### config.mk
export PLATFORM = sky130hd
export DESIGN_NAME = sound_cmd_latch
export DESIGN_NICKNAME = d
export VERILOG_FILES = /design/src/rtl/m92_sound_pkg.sv /design/src/rtl/strobe_rise.sv /design/src/rtl/sound_cmd_latch.sv
export SDC_FILE = /design/constraint.sdc
export NUM_CORES = 1
export LEC_CHECK = 0
export BUFFER_PORTS_ARGS = -buffer_cell sky130_fd_sc_hd__clkbuf_2
export CAP_MARGIN = 20
export CORE_MARGIN = 4
export CORE_UTILIZATION = 30
export DETAILED_ROUTE_END_ITERATION = 12
export PLACE_DENSITY = 0.63
export SYNTH_ARGS = -nofsm -noshare
export SYNTH_HDL_FRONTEND = slang
export SYNTH_SLANG_ARGS = --single-unit
export TNS_END_PERCENT = 50
### constraint.sdc
create_clock -name clk_sys -period 2.01 [get_ports clk_sys]
set_input_delay 0.201 -clock clk_sys [delete_from_list [all_inputs] [get_ports clk_sys]]
set_output_delay 0.201 -clock clk_sys [all_outputs]
set_load 0.005 [all_outputs]
### src/rtl/m92_sound_pkg.sv
// ============================================================================
// Module : m92_sound_pkg
// Brief  : Shared types and constants for the M92 sound command/reply mailbox.
// Rev    : 1.0  initial release
// ============================================================================
`default_nettype none

package m92_sound_pkg;

  // V35-side addresses of the command latch and the reply/status port.
  localparam logic [19:0] SND_LATCH_CMD_ADDR = 20'ha8044;
  localparam logic [19:0] SND_LATCH_RPL_ADDR = 20'ha8046;

  typedef logic [7:0] snd_byte_t;

  // Value presented to the V35 while no command is held.
  localparam snd_byte_t SND_RESET_CMD = 8'hff;

endpackage : m92_sound_pkg

`default_nettype wire

### src/rtl/strobe_rise.sv
// ============================================================================
// Module : strobe_rise
// Brief  : Registered rising-edge detector for a level CPU strobe. A strobe
//          held high for many clocks yields a single one-clock pulse, one
//          clock after the edge is sampled.
// Rev    : 1.0  initial release
// ============================================================================
`default_nettype none

module strobe_rise (
  input  logic clk_sys,
  input  logic reset,
  input  logic in,
  output logic rise
);

  logic r_hist;
  logic r_rise;

  // History keeps tracking the live strobe while reset is held, so a level
  // that is already high when reset releases is not mistaken for a new edge;
  // a strobe that is low through reset leaves the history at 0.
  always_ff @(posedge clk_sys) begin
    r_hist <= in;
  end

  // Edge pulse register; forced low during reset so no event leaks out.
  always_ff @(posedge clk_sys) begin
    if (reset) begin
      r_rise <= 1'b0;
    end else begin
      r_rise <= in & ~r_hist;
    end
  end

  assign rise = r_rise;

endmodule : strobe_rise

`default_nettype wire

### src/rtl/sound_cmd_latch.sv
// ============================================================================
// Module : sound_cmd_latch
// Brief  : Main-CPU <-> V35 command/reply mailbox. Command bytes from the main
//          CPU interrupt the V35 until acknowledged; reply bytes from the V35
//          interrupt the main CPU until read.
//          Build option SOUND_CMD_FIFO_EN turns the single command latch into
//          a FIFO_DEPTH-entry command FIFO.
// Rev    : 1.0  initial release
// ============================================================================
`default_nettype none

import m92_sound_pkg::*;

module sound_cmd_latch #(
  parameter int        FIFO_DEPTH = 4,
  parameter snd_byte_t RESET_CMD  = SND_RESET_CMD
) (
  input  logic       clk_sys,
  input  logic       reset,
  input  logic       main_cmd_wr,
  input  logic [7:0] main_cmd_data,
  input  logic       main_rpl_rd,
  output logic [7:0] main_rpl_data,
  output logic       main_rpl_irq,
  input  logic       snd_cmd_rd,
  output logic [7:0] snd_cmd_data,
  input  logic       snd_cmd_ack,
  input  logic       snd_rpl_wr,
  input  logic [7:0] snd_rpl_data,
  output logic       snd_cmd_irq,
  output logic       cmd_overflow
);

  // Port addresses are decoded upstream; kept here only for trace alignment.
  localparam logic [19:0] c_unused_addr_xor = SND_LATCH_CMD_ADDR ^ SND_LATCH_RPL_ADDR;

  // The V35 command read is non-destructive and has no effect on state.
  logic w_unused_cmd_rd;
  assign w_unused_cmd_rd = snd_cmd_rd;

  // --------------------------------------------------------------------------
  // Strobe edge detection (events are one clock behind the sampled edge)
  // --------------------------------------------------------------------------
  logic w_cmd_wr_ev;
  logic w_rpl_rd_ev;
  logic w_cmd_ack_ev;
  logic w_rpl_wr_ev;

  strobe_rise u_rise_cmd_wr (
    .clk_sys (clk_sys),
    .reset   (reset),
    .in      (main_cmd_wr),
    .rise    (w_cmd_wr_ev)
  );

  strobe_rise u_rise_rpl_rd (
    .clk_sys (clk_sys),
    .reset   (reset),
    .in      (main_rpl_rd),
    .rise    (w_rpl_rd_ev)
  );

  strobe_rise u_rise_cmd_ack (
    .clk_sys (clk_sys),
    .reset   (reset),
    .in      (snd_cmd_ack),
    .rise    (w_cmd_ack_ev)
  );

  strobe_rise u_rise_rpl_wr (
    .clk_sys (clk_sys),
    .reset   (reset),
    .in      (snd_rpl_wr),
    .rise    (w_rpl_wr_ev)
  );

  // Data buses are captured on the same edge the strobe rise is sampled, so
  // they line up with the delayed event pulses.
  snd_byte_t r_cmd_smp;
  snd_byte_t r_rpl_smp;

  // Sample both data buses every clock.
  always_ff @(posedge clk_sys) begin
    if (reset) begin
      r_cmd_smp <= 8'h00;
      r_rpl_smp <= 8'h00;
    end else begin
      r_cmd_smp <= main_cmd_data;
      r_rpl_smp <= snd_rpl_data;
    end
  end

  // --------------------------------------------------------------------------
  // Reply path: V35 status byte towards the main CPU
  // --------------------------------------------------------------------------
  snd_byte_t r_rpl_byte;
  logic      r_rpl_irq;

  // A reply write always wins over a simultaneous main-CPU read.
  always_ff @(posedge clk_sys) begin
    if (reset) begin
      r_rpl_byte <= 8'h00;
      r_rpl_irq  <= 1'b0;
    end else if (w_rpl_wr_ev) begin
      r_rpl_byte <= r_rpl_smp;
      r_rpl_irq  <= 1'b1;
    end else if (w_rpl_rd_ev) begin
      r_rpl_irq  <= 1'b0;
    end
  end

  assign main_rpl_data = r_rpl_byte;
  assign main_rpl_irq  = r_rpl_irq;

  // --------------------------------------------------------------------------
  // Command path
  // --------------------------------------------------------------------------
  logic r_overflow;

`ifdef SOUND_CMD_FIFO_EN

  localparam int c_ptr_w = (FIFO_DEPTH > 1) ? $clog2(FIFO_DEPTH) : 1;
  localparam int c_cnt_w = $clog2(FIFO_DEPTH) + 1;

  localparam logic [c_cnt_w-1:0] c_full_cnt = c_cnt_w'(FIFO_DEPTH);

  snd_byte_t          r_mem [FIFO_DEPTH];
  logic [c_ptr_w-1:0] r_wr_ptr;
  logic [c_ptr_w-1:0] r_rd_ptr;
  logic [c_cnt_w-1:0] r_count;

  logic w_empty;
  logic w_full;
  logic w_pop;
  logic w_push;
  logic w_drop;

  assign w_empty = (r_count == '0);
  assign w_full  = (r_count == c_full_cnt);
  // A pop on an empty FIFO is ignored; a push into a full FIFO is only
  // accepted when the head is being popped in the same cycle.
  assign w_pop   = w_cmd_ack_ev & ~w_empty;
  assign w_push  = w_cmd_wr_ev & (~w_full | w_pop);
  assign w_drop  = w_cmd_wr_ev & w_full & ~w_pop;

  // Storage write at the tail; no reset needed because count gates reads.
  always_ff @(posedge clk_sys) begin
    if (w_push) begin
      r_mem[r_wr_ptr] <= r_cmd_smp;
    end
  end

  // Pointers wrap naturally since FIFO_DEPTH is a power of two.
  always_ff @(posedge clk_sys) begin
    if (reset) begin
      r_wr_ptr <= '0;
      r_rd_ptr <= '0;
      r_count  <= '0;
    end else begin
      if (w_push) begin
        r_wr_ptr <= r_wr_ptr + c_ptr_w'(1);
      end
      if (w_pop) begin
        r_rd_ptr <= r_rd_ptr + c_ptr_w'(1);
      end
      case ({w_push, w_pop})
        2'b10:   r_count <= r_count + c_cnt_w'(1);
        2'b01:   r_count <= r_count - c_cnt_w'(1);
        default: r_count <= r_count;
      endcase
    end
  end

  // Sticky loss flag, set when a byte is dropped against a full FIFO.
  always_ff @(posedge clk_sys) begin
    if (reset) begin
      r_overflow <= 1'b0;
    end else if (w_drop) begin
      r_overflow <= 1'b1;
    end
  end

  // Head byte is driven straight from state registers.
  assign snd_cmd_data = w_empty ? RESET_CMD : r_mem[r_rd_ptr];
  assign snd_cmd_irq  = ~w_empty;

`else

  localparam int c_unused_depth = FIFO_DEPTH;

  snd_byte_t r_cmd_byte;
  logic      r_cmd_pend;

  // Single latch: a write always wins over a same-cycle ack; the byte keeps
  // its last value after the ack so the V35 can re-read it.
  always_ff @(posedge clk_sys) begin
    if (reset) begin
      r_cmd_byte <= RESET_CMD;
      r_cmd_pend <= 1'b0;
    end else if (w_cmd_wr_ev) begin
      r_cmd_byte <= r_cmd_smp;
      r_cmd_pend <= 1'b1;
    end else if (w_cmd_ack_ev) begin
      r_cmd_pend <= 1'b0;
    end
  end

  // Sticky loss flag: a pending byte overwritten before it was acknowledged.
  always_ff @(posedge clk_sys) begin
    if (reset) begin
      r_overflow <= 1'b0;
    end else if (w_cmd_wr_ev & r_cmd_pend & ~w_cmd_ack_ev) begin
      r_overflow <= 1'b1;
    end
  end

  assign snd_cmd_data = r_cmd_byte;
  assign snd_cmd_irq  = r_cmd_pend;

`endif

  assign cmd_overflow = r_overflow;

endmodule : sound_cmd_latch

`default_nettype wire
# After elaboration in Yosys (flattened, before gate mapping)
# Index checks and enable logic that the tools add are counted.
op_classes:
  n_mux: 4
  n_bitwise: 11
  n_reduce_logical: 2
ops:
  columns: ["operator", "n"]
  rows:
  - ["$and 1x1->1", 6]
  - ["$not 1->1", 5]
  - ["$mux 1", 4]
  - ["$reduce_bool 2->1", 2]
word_totals:
  reg_bits: 43
  inputBits: 23
  elab_cells: 32

# Depth between registers and ports, before layout
# Gate-level depths: netlist of run 1.
logic_depth:
  word_depth: 2
  ltp_mapped: 3
  mapped_depth_nobuf: 2

# By module
# From an unflattened synthesis of run 1, not the netlist that was laid out.
unflattened:
  cells_unflattened: 109
  hier_area_um2: 1347.5
modules_own_cells:
  columns: ["mod", "n_inst", "cells_each", "area_each_um2"]
  rows:
  - ["sound_cmd_latch", 1, 97, 1137.3]
  - ["strobe_rise", 4, 3, 52.6]

# Worst setup path after synthesis of run 1
# No wires, ideal clock.
synth_path:
  path_type: "flip-flop to flip-flop"
  startpoint: "register u_rise_cmd_wr.r_rise (netlist: u_rise_cmd_wr.rise)"
  endpoint: "register r_cmd_byte[6] (netlist: snd_cmd_data[6])"
  t_arrival_ns: 0.821
  required_time_ns: 1.890
  setup_slack_ns: 1.070
  stages_incl_launch_ff: 4
  period_less_slack_ns: 0.940
  cell_sequence: "dfxtp_1 buf_6 nor2b_1 a211o_1"
synth_lines:
  columns: ["item", "line", "text"]
  rows:
  - ["from (decl)", "strobe_rise.sv:18", "logic r_rise;"]
  - ["from (signal assigned)", "strobe_rise.sv:32", "r_rise <= in & ~r_hist;"]
  - ["to (signal assigned)", "sound_cmd_latch.sv:201", "r_cmd_byte <= r_cmd_smp;"]
  - ["to (decl)", "sound_cmd_latch.sv:191", "snd_byte_t r_cmd_byte;"]

==> results.md, run 1 <==
- The via count of the routed design is 837.
- At the later pin of the worst-skew pair, clock insertion delay measures around 290 ps.
- For this design the static power due to leakage is a little under 0.7 nW.
- The post-CTS repair timing setup buffer count is 0.
- The first detailed-routing pass ran for 2 iterations.
- During synthesis, Yosys emitted a total of 0 warnings.
- The routed length per placed instance is between 10 and 15 um.
- The worst-case IR drop observed on VDD is just over 0.0004 V.
- The detailed router used layers up to and including met4.
- The final critical-path setup slack is ~840 ps.
- The final weighted congestion of routability-driven global placement is roughly 0.67.
- After detailed routing, the number of remaining DRC violations is 0.
- The largest individual stage delay along the critical path comes from the cell sky130_fd_sc_hd__dfxtp_1.
- After technology mapping, the gate count stands at ~110.
- Setup repair after global routing left no endpoint under its margin.
- The final standard cell count with taps included and fillers excluded is 200.
- The share of the core filled with cells in the final layout is between 30% and 40%.
- The kind of cell adding the most delay to the critical path is flip-flops.
- Registers take roughly 860 um^2.
- CTS saw 43 sinks.
- The average instance in the mapped netlist occupies roughly 12 um^2.
- The post-route met1 wirelength is 923 um.
- The cell row count is 23.
- After clock tree synthesis, the repair step resized 0 gates.
- In the final design database the tool counted 173 nets.
- The total area inside the core boundary comes to between 4000 and 5000 um^2.
- The CTS tree is done.
- The critical path goes through nor2b_1, a211o_1.
- The critical path buffer and inverter count is 0.
- The first global-routing pass estimated ~3.8 mm of wire.
- Measured against its own limit, the worst slew margin works out to about half.
- The netlist uses 14 different library cells.
- The depth of the CTS H-tree is 2.
- The achievable frequency is 855 MHz.
- In this run the vertical extent of the chip is 74.2 um.
- The final worst clock skew is approximately 4 ps.
- In the global route stage, overall resource usage came out at around a tenth.
- The clock-pin slew of the registers on the worst-case setup and hold paths is around 70 ps.
- In this run the power density over the cells is 936 nW/um^2.
- Summed over all layers, the routed wires come to roughly 2.3 mm.
- Counting tap cells, the placed design contains a total of 193 instances.
- The net count of the mapped netlist is 132.
- The path class of the lowest-slack min-delay path is in -> reg.
- The buffer depth of the longest clock path is 2.
- The number of global-route vias before repair is roughly 900.
- OpenSTA, run right after detailed placement, puts the worst setup slack at approximately 730 ps.
- The leading area contributor after synthesis is sky130_fd_sc_hd__dfxtp_1.
- The die covers around 5500 um^2.
- The highest cell delay on the worst timing path is about 690 ps.
- In this run, synthesis produced a sequential element count of 43.
- The part of the Yosys area used for sequential elements is 65.5%.
- The flow ran to the end, and the final reports show no timing, DRC or antenna violations.
- The number of max-slew violations in the final report is 0.
- For this block, the initial DRC count from the detailed router was 19.
- After synthesis, the cell types taking the most area are sky130_fd_sc_hd__dfxtp_1 (66%), sky130_fd_sc_hd__nor2b_1 (11%), sky130_fd_sc_hd__mux2i_1 (6.1%).
- Of the post-synthesis cell area, the dominant cell type holds about two thirds.
- The top-level port count is between 40 and 50.
- The filler cells instantiated in the layout total 429.
- The multi-input combinational cells in the finished layout cover a total of between 400 and 500 um^2.
- The kind of start point of the critical path is a flip-flop.
- The number of I/O port buffers is 40.
- The initial antenna violation count is 0.
- In the detailed route, the total length drawn on met2 is approximately 1.1 mm.
- After layout, the minimum clock period comes to between 1000 and 1500 ps.
- The data required time at the worst endpoint is between 2000 and 2500 ps.
- For this run the aggregate overflow at the end of global routing stands at 0.
- The synthesized netlist occupies a cell area of around 1300 um^2.
- The count of final setup violators is 0.
- The count of hold-fix buffers inserted at cts is 0.
- The design draws about 1.5 mW.
- Entering global routing, the biggest net connects 41 pins.
- The total CTS buffers is 5.
- In the finished design, the share of the clock period the worst path needs comes to between 50 and 60%.
- The cell chosen for the clock root is sky130_fd_sc_hd__clkbuf_8.
- The detail route stage leaves a number of antenna-violating nets equal to 0.
- The area growth from synthesis to layout is 24.0%.
- The final count of hold timing violations is 0.
- The die width is between 70 and 80 um.
- The summed negative setup slack over all endpoints is 0 ps.
- The arrival time reported for the critical path endpoint is roughly 1300 ps.
- The number of vias per cell after detailed routing is 4.19.
- The tool flagged a number of max-cap violations equal to 0.
- The critical path start-end classification is reg -> reg.
- The repair_antennas step left the layout with diodes totalling 0.
- Detailed routing placed a total of ~180 um of wire on met3.
- For this configuration, the core starts out at a cell density of 31.9%.
- For the pin with the worst max-slew slack, the measured transition is about 770 ps.
- The kind of capture point of the worst setup path is a flip-flop.
- The maximum net fanout on the critical path is 17.
- The share of final-layout standard cells stronger than drive strength 1 is between 30% and 40%.
-- Yosys cell counts --
| cell | number |
|---|---|
| sky130_fd_sc_hd__inv_2 | 1 |
| sky130_fd_sc_hd__a21oi_1 | 2 |
| sky130_fd_sc_hd__nor3b_1 | 4 |
| sky130_fd_sc_hd__buf_6 | 1 |
| sky130_fd_sc_hd__clkbuf_1 | 1 |
| sky130_fd_sc_hd__mux2i_1 | 8 |
| sky130_fd_sc_hd__inv_1 | 1 |
| sky130_fd_sc_hd__nor2_1 | 8 |
| sky130_fd_sc_hd__a211o_1 | 8 |
| sky130_fd_sc_hd__nor2b_1 | 24 |
| sky130_fd_sc_hd__dfxtp_1 | 43 |
| sky130_fd_sc_hd__nand2b_1 | 3 |
| sky130_fd_sc_hd__buf_2 | 4 |
| sky130_fd_sc_hd__o31ai_4 | 1 |
-- flip-flops by register name (all words and copies together) (netlist names), 8 cells and up --
register / count
main_rpl_data: 8
r_cmd_smp: 8
r_rpl_smp: 8
snd_cmd_data: 8
-- final timing paths --
| kind | start | endpoint | cells past startpoint | slack [ps] |
|---|---|---|---|---|
| setup reg to reg | u_rise_cmd_wr.rise | snd_cmd_data[7] | 2 | 840 |
| setup / recovery | u_rise_cmd_wr.rise | snd_cmd_data[7] | 2 | 840 |
| hold / removal | snd_rpl_wr | u_rise_rpl_wr.r_hist | 1 | 20 |
| hold reg to reg | u_rise_rpl_wr.r_hist | u_rise_rpl_wr.rise | 1 | 390 |
-- metal layers --
metal	GRT usage (%)	vias up
li1	-	435
met1	8.76	369
met5	0	-
met2	16.2	29
met3	4.32	4
met4	6.04	0
-- layout by cell type (no fill, tap or decap) --
cell,n
sky130_fd_sc_hd__inv_2,1
sky130_fd_sc_hd__clkinv_2,1
sky130_fd_sc_hd__clkbuf_2,40
sky130_fd_sc_hd__nor2b_1,24
sky130_fd_sc_hd__mux2i_1,8
sky130_fd_sc_hd__nor2_1,8
sky130_fd_sc_hd__o31ai_4,1
sky130_fd_sc_hd__clkbuf_8,6
sky130_fd_sc_hd__dfxtp_1,43
sky130_fd_sc_hd__nor3b_1,4
sky130_fd_sc_hd__a21oi_1,2
sky130_fd_sc_hd__nand2b_1,3
sky130_fd_sc_hd__inv_1,1
sky130_fd_sc_hd__a211o_1,8
-- cell type report --
type	instances	area share [%]
clock buffers	6	5.07
repair buffers	40	12.3
flip-flops and latches	43	52.8
well taps	50	3.84
clock inverters	1	0.307
multi-input cells	58	25.2
inverters	2	0.461
-- cells by family after synthesis --
family | Yosys count | share of synthesized area, %
simple gates | 39 | 17.4
compound gates | 11 | 7.71
buf+inv | 8 | 3.24
flops | 43 | 65.5
mux | 8 | 6.10
-- through the flow --
step / instance area (um^2) / hold WS (ps)
after floorplan: 1310 / 229
after global placement: 1540 / 316
after detailed placement: 1540 / 316
after CTS: 1630 / 12.3
after global routing: 1630 / 10.5
final: 1630 / 22.0
-- power by group --
group | total, mW | internal (mW) | switching (mW) | leakage [nW]
registers | 0.909 | 0.891 | 0.0188 | 0.355
clock network | 0.529 | 0.269 | 0.260 | 0.0470
logic | 0.0874 | 0.0505 | 0.0369 | 0.289
Power figures use the tool's default switching activity.
==> inputs of run 2 (changes only) <==
--- a/config.mk
+++ b/config.mk
@@ -10,7 +10,7 @@
 export CORE_MARGIN = 4
 export CORE_UTILIZATION = 30
 export DETAILED_ROUTE_END_ITERATION = 12
-export PLACE_DENSITY = 0.63
+export PLACE_DENSITY = 0.65
 export SYNTH_ARGS = -nofsm -noshare
 export SYNTH_HDL_FRONTEND = slang
 export SYNTH_SLANG_ARGS = --single-unit
==> constraint.sdc (replaced) <==
create_clock -name clk_sys -period 1 [get_ports clk_sys]
set_input_delay 0.1 -clock clk_sys [delete_from_list [all_inputs] [get_ports clk_sys]]
set_output_delay 0.1 -clock clk_sys [all_outputs]
set_load 0.005 [all_outputs]
==> run 2 against run 1 <==
Against the previous run:
- critical endpoint is now snd_cmd_data[0]
- critical path depth unchanged
- die area unchanged
- via count up 6.7%
- clock power up 120%
==> results.md, run 2 (synthesis results as in run 1) <==
- The fraction of power spent switching nets is 20.5% (was 20.7%).
- The switching power came to 0.657 mW (was 0.315 mW).
- Run status: finished, final reports clean (unchanged).
- The first-pass GRT wire length is 3.78 mm (was 3.76 mm).
- The antenna diode instance count is 0 (unchanged).
- The detailed-route wire length is 2.41 mm (was 2.28 mm).
- The number of inserted filler cells in the final layout is 412 (was 429).
- The achievable frequency was 1080 MHz (was 855 MHz).
- The worst-case headroom to the max-slew limit came to 82.4% (was 48.7%).
- The violation count after the first detailed-route iteration is 25 (was 19).
- The commonest non-fill, non-tap cell in the layout is sky130_fd_sc_hd__dfxtp_1 (unchanged).
- The internal cell power is 2.55 mW (was 1.21 mW).
- The setup slack after placement came to -87.2 ps (was 734 ps).
- The sink count of the clock tree is 43 (unchanged).
- The kind of start point of the critical path is a flip-flop (unchanged).
- The critical path start-end classification was reg -> reg (unchanged).
- The path class of the lowest-slack min-delay path is in -> reg (unchanged).
- The overall track demand over capacity in global routing is 9.32% (was 9.33%).
- The final weighted congestion of routability-driven global placement was 0.718 (was 0.675).
- The remaining global-route overflow is 0 (unchanged).
- The total die area is 5500 um^2 (unchanged).
- The number of maximum-capacitance violations is 0 (unchanged).
- The number of global-route vias before repair is 882 (was 883).
- The total CTS buffers is 5 (unchanged).
- The maximum vdd ir drop is 0.000451 V (was 0.000408 V).
- The part of the power in the clock network came to 36.2% (was 34.7%).
- The number of nets in the layout is 182 (was 173).
- The final standard cell count with taps included and fillers excluded is 210 (was 200).
- The relative area change from synthesis to final layout is 33.1% (was 24.0%).
- The die span in y is 74.2 um (unchanged).
- Setup repair after global routing missed its margin: no (unchanged).
- The total instance count after detailed placement is 198 (was 193).
- The share of final-layout standard cells stronger than drive strength 1 is 35.0% (was 32.7%).
- The number of max-slew violations in the final report is 0 (unchanged).
- The kind of capture point of the worst setup path was a flip-flop (unchanged).
- The largest net degree at the start of global routing is 23 (was 41).
- The footprint of the multi-input gates is 410 um^2 (unchanged).
- The effective utilization at floorplan is 31.9% (unchanged).
- The buffer depth of the longest clock path is 2 (unchanged).
- The relative contribution of combinational cells to total power is 6.9% (was 5.7%).
- The arrival time reported for the critical path endpoint is 1100 ps (was 1340 ps).
- The transition at the pin with the smallest max-transition slack was 264 ps (was 770 ps).
- The final cycle utilization of the critical path came to 92.7% (was 58.2%).
- The CTS tree was done (unchanged).
- The depth of the CTS H-tree is 2 (unchanged).
- Highest-count cells in the layout ignoring fill and taps: sky130_fd_sc_hd__dfxtp_1 (42), sky130_fd_sc_hd__clkbuf_2 (40), sky130_fd_sc_hd__nor2b_1 (24) (was sky130_fd_sc_hd__dfxtp_1 (43), sky130_fd_sc_hd__clkbuf_2 (40), sky130_fd_sc_hd__nor2b_1 (24)).
- The final critical-path setup slack is 73.2 ps (was 840 ps).
- The final worst hold slack is 15.2 ps (was 22.0 ps).
- The total DRC errors in the routed layout is 0 (unchanged).
- The power density of the placed cells is 1830 nW/um^2 (was 936 nW/um^2).
- The final worst clock skew is 7.51 ps (was 4.12 ps).
- The cell chosen for the clock root is sky130_fd_sc_hd__clkbuf_8 (unchanged).
- The top-level port count came to 42 (unchanged).
- The post-detailed-placement half-perimeter wirelength is around 1.8 mm.
- The die width is 74.2 um (unchanged).
- The cell row count came to 23 (unchanged).
- The clock period minus final worst setup slack came to 927 ps (was 1170 ps).
- The routed length per placed instance is 11.5 um (was 11.4 um).
- The count of final setup violators is 0 (unchanged).
- The final count of hold timing violations is 0 (unchanged).
- The reported leakage power was 0.745 nW (was 0.691 nW).
- The number of vias per cell after detailed routing is 4.25 (was 4.19).
- The data required time at the worst endpoint is 1170 ps (was 2180 ps).
- The insertion delay to the later sink of the worst-skew pair came to 290 ps (about the same).
- The number of optimization iterations in the first detailed-route pass was 2 (unchanged).
- The share of power burned in registers was 56.9% (was 59.6%).
- The maximum net fanout on the critical path is 14 (was 17).
- The initial antenna violation count is 0 (unchanged).
- The via count of the routed design was 893 (was 837).
- The total area of sequential cells is 862 um^2 (was 861 um^2).
- The clock-pin slew of the registers on the worst-case setup and hold paths is 80 ps (was 70 ps).
- The area inside the core boundary is 4120 um^2 (unchanged).
- The number of I/O port buffers is 40 (unchanged).
- The number of antenna-violating nets in the routed design was 0 (unchanged).
## run 2: path summary, 6_finish.rpt
check	start	to	slack (ps)	cells after the start
setup reg to reg	u_rise_cmd_wr.rise	snd_cmd_data[0]	70	2
hold reg to reg	u_rise_cmd_wr.r_hist	u_rise_cmd_wr.rise	380	1
hold / removal	snd_rpl_data[5]	r_rpl_smp[5]	20	2
setup / recovery	u_rise_cmd_wr.rise	snd_cmd_data[0]	70	2
## run 2: timing repair
action | CTS | global route
endpoints found under the setup margin | 9 | 0
setup buffers | 0 | 0
hold endpoints to repair | 4 | 0
gates resized for setup | 1 | 0
hold buffers | 4 | 0
## run 2: worst max-delay path: stages, from the launching register on
cell and delay [ps]:
sky130_fd_sc_hd__dfxtp_2 400, sky130_fd_sc_hd__buf_4 170, sky130_fd_sc_hd__a211o_1 250
## run 2: metal layers
metal	vias to the layer above	share of wire (%)	track usage, %
met5	-	0	0
met2	25	52	15.9
li1	453	-	-
met4	0	2.4	7.24
met3	5	6.4	2.57
met1	410	40	9.57
## run 2: per-stage QoR
stage	setup TNS (ps)	total power, mW	area (um^2)	utilization, %
3_5_place_dp	-522	2.08	1600	39.0
2_1_floorplan	0	1.97	1310	-
5_1_grt	0	3.35	1750	42.5
6_report	0	3.21	1750	42.5
4_1_cts	0	3.27	1750	42.5
3_3_place_gp	-111	2.06	1600	39.0
## run 2: layout make-up
type,count,share of cell area [%]
clock buffers,7,5.51
clock inverters,1,0.429
inverters,2,0.429
multi-input cells,58,23.5
flip-flops and latches,43,49.3
well taps,50,3.58
repair buffers,49,17.3
## run 2: power by group through the flow
stage,Combinational (mW),Sequential (mW),Clock (mW)
3_5_place_dp,0.211,1.86,0
5_1_grt,0.246,1.83,1.27
4_1_cts,0.225,1.82,1.22
2_1_floorplan,0.110,1.86,0
3_3_place_gp,0.204,1.86,0
6_report,0.221,1.82,1.16
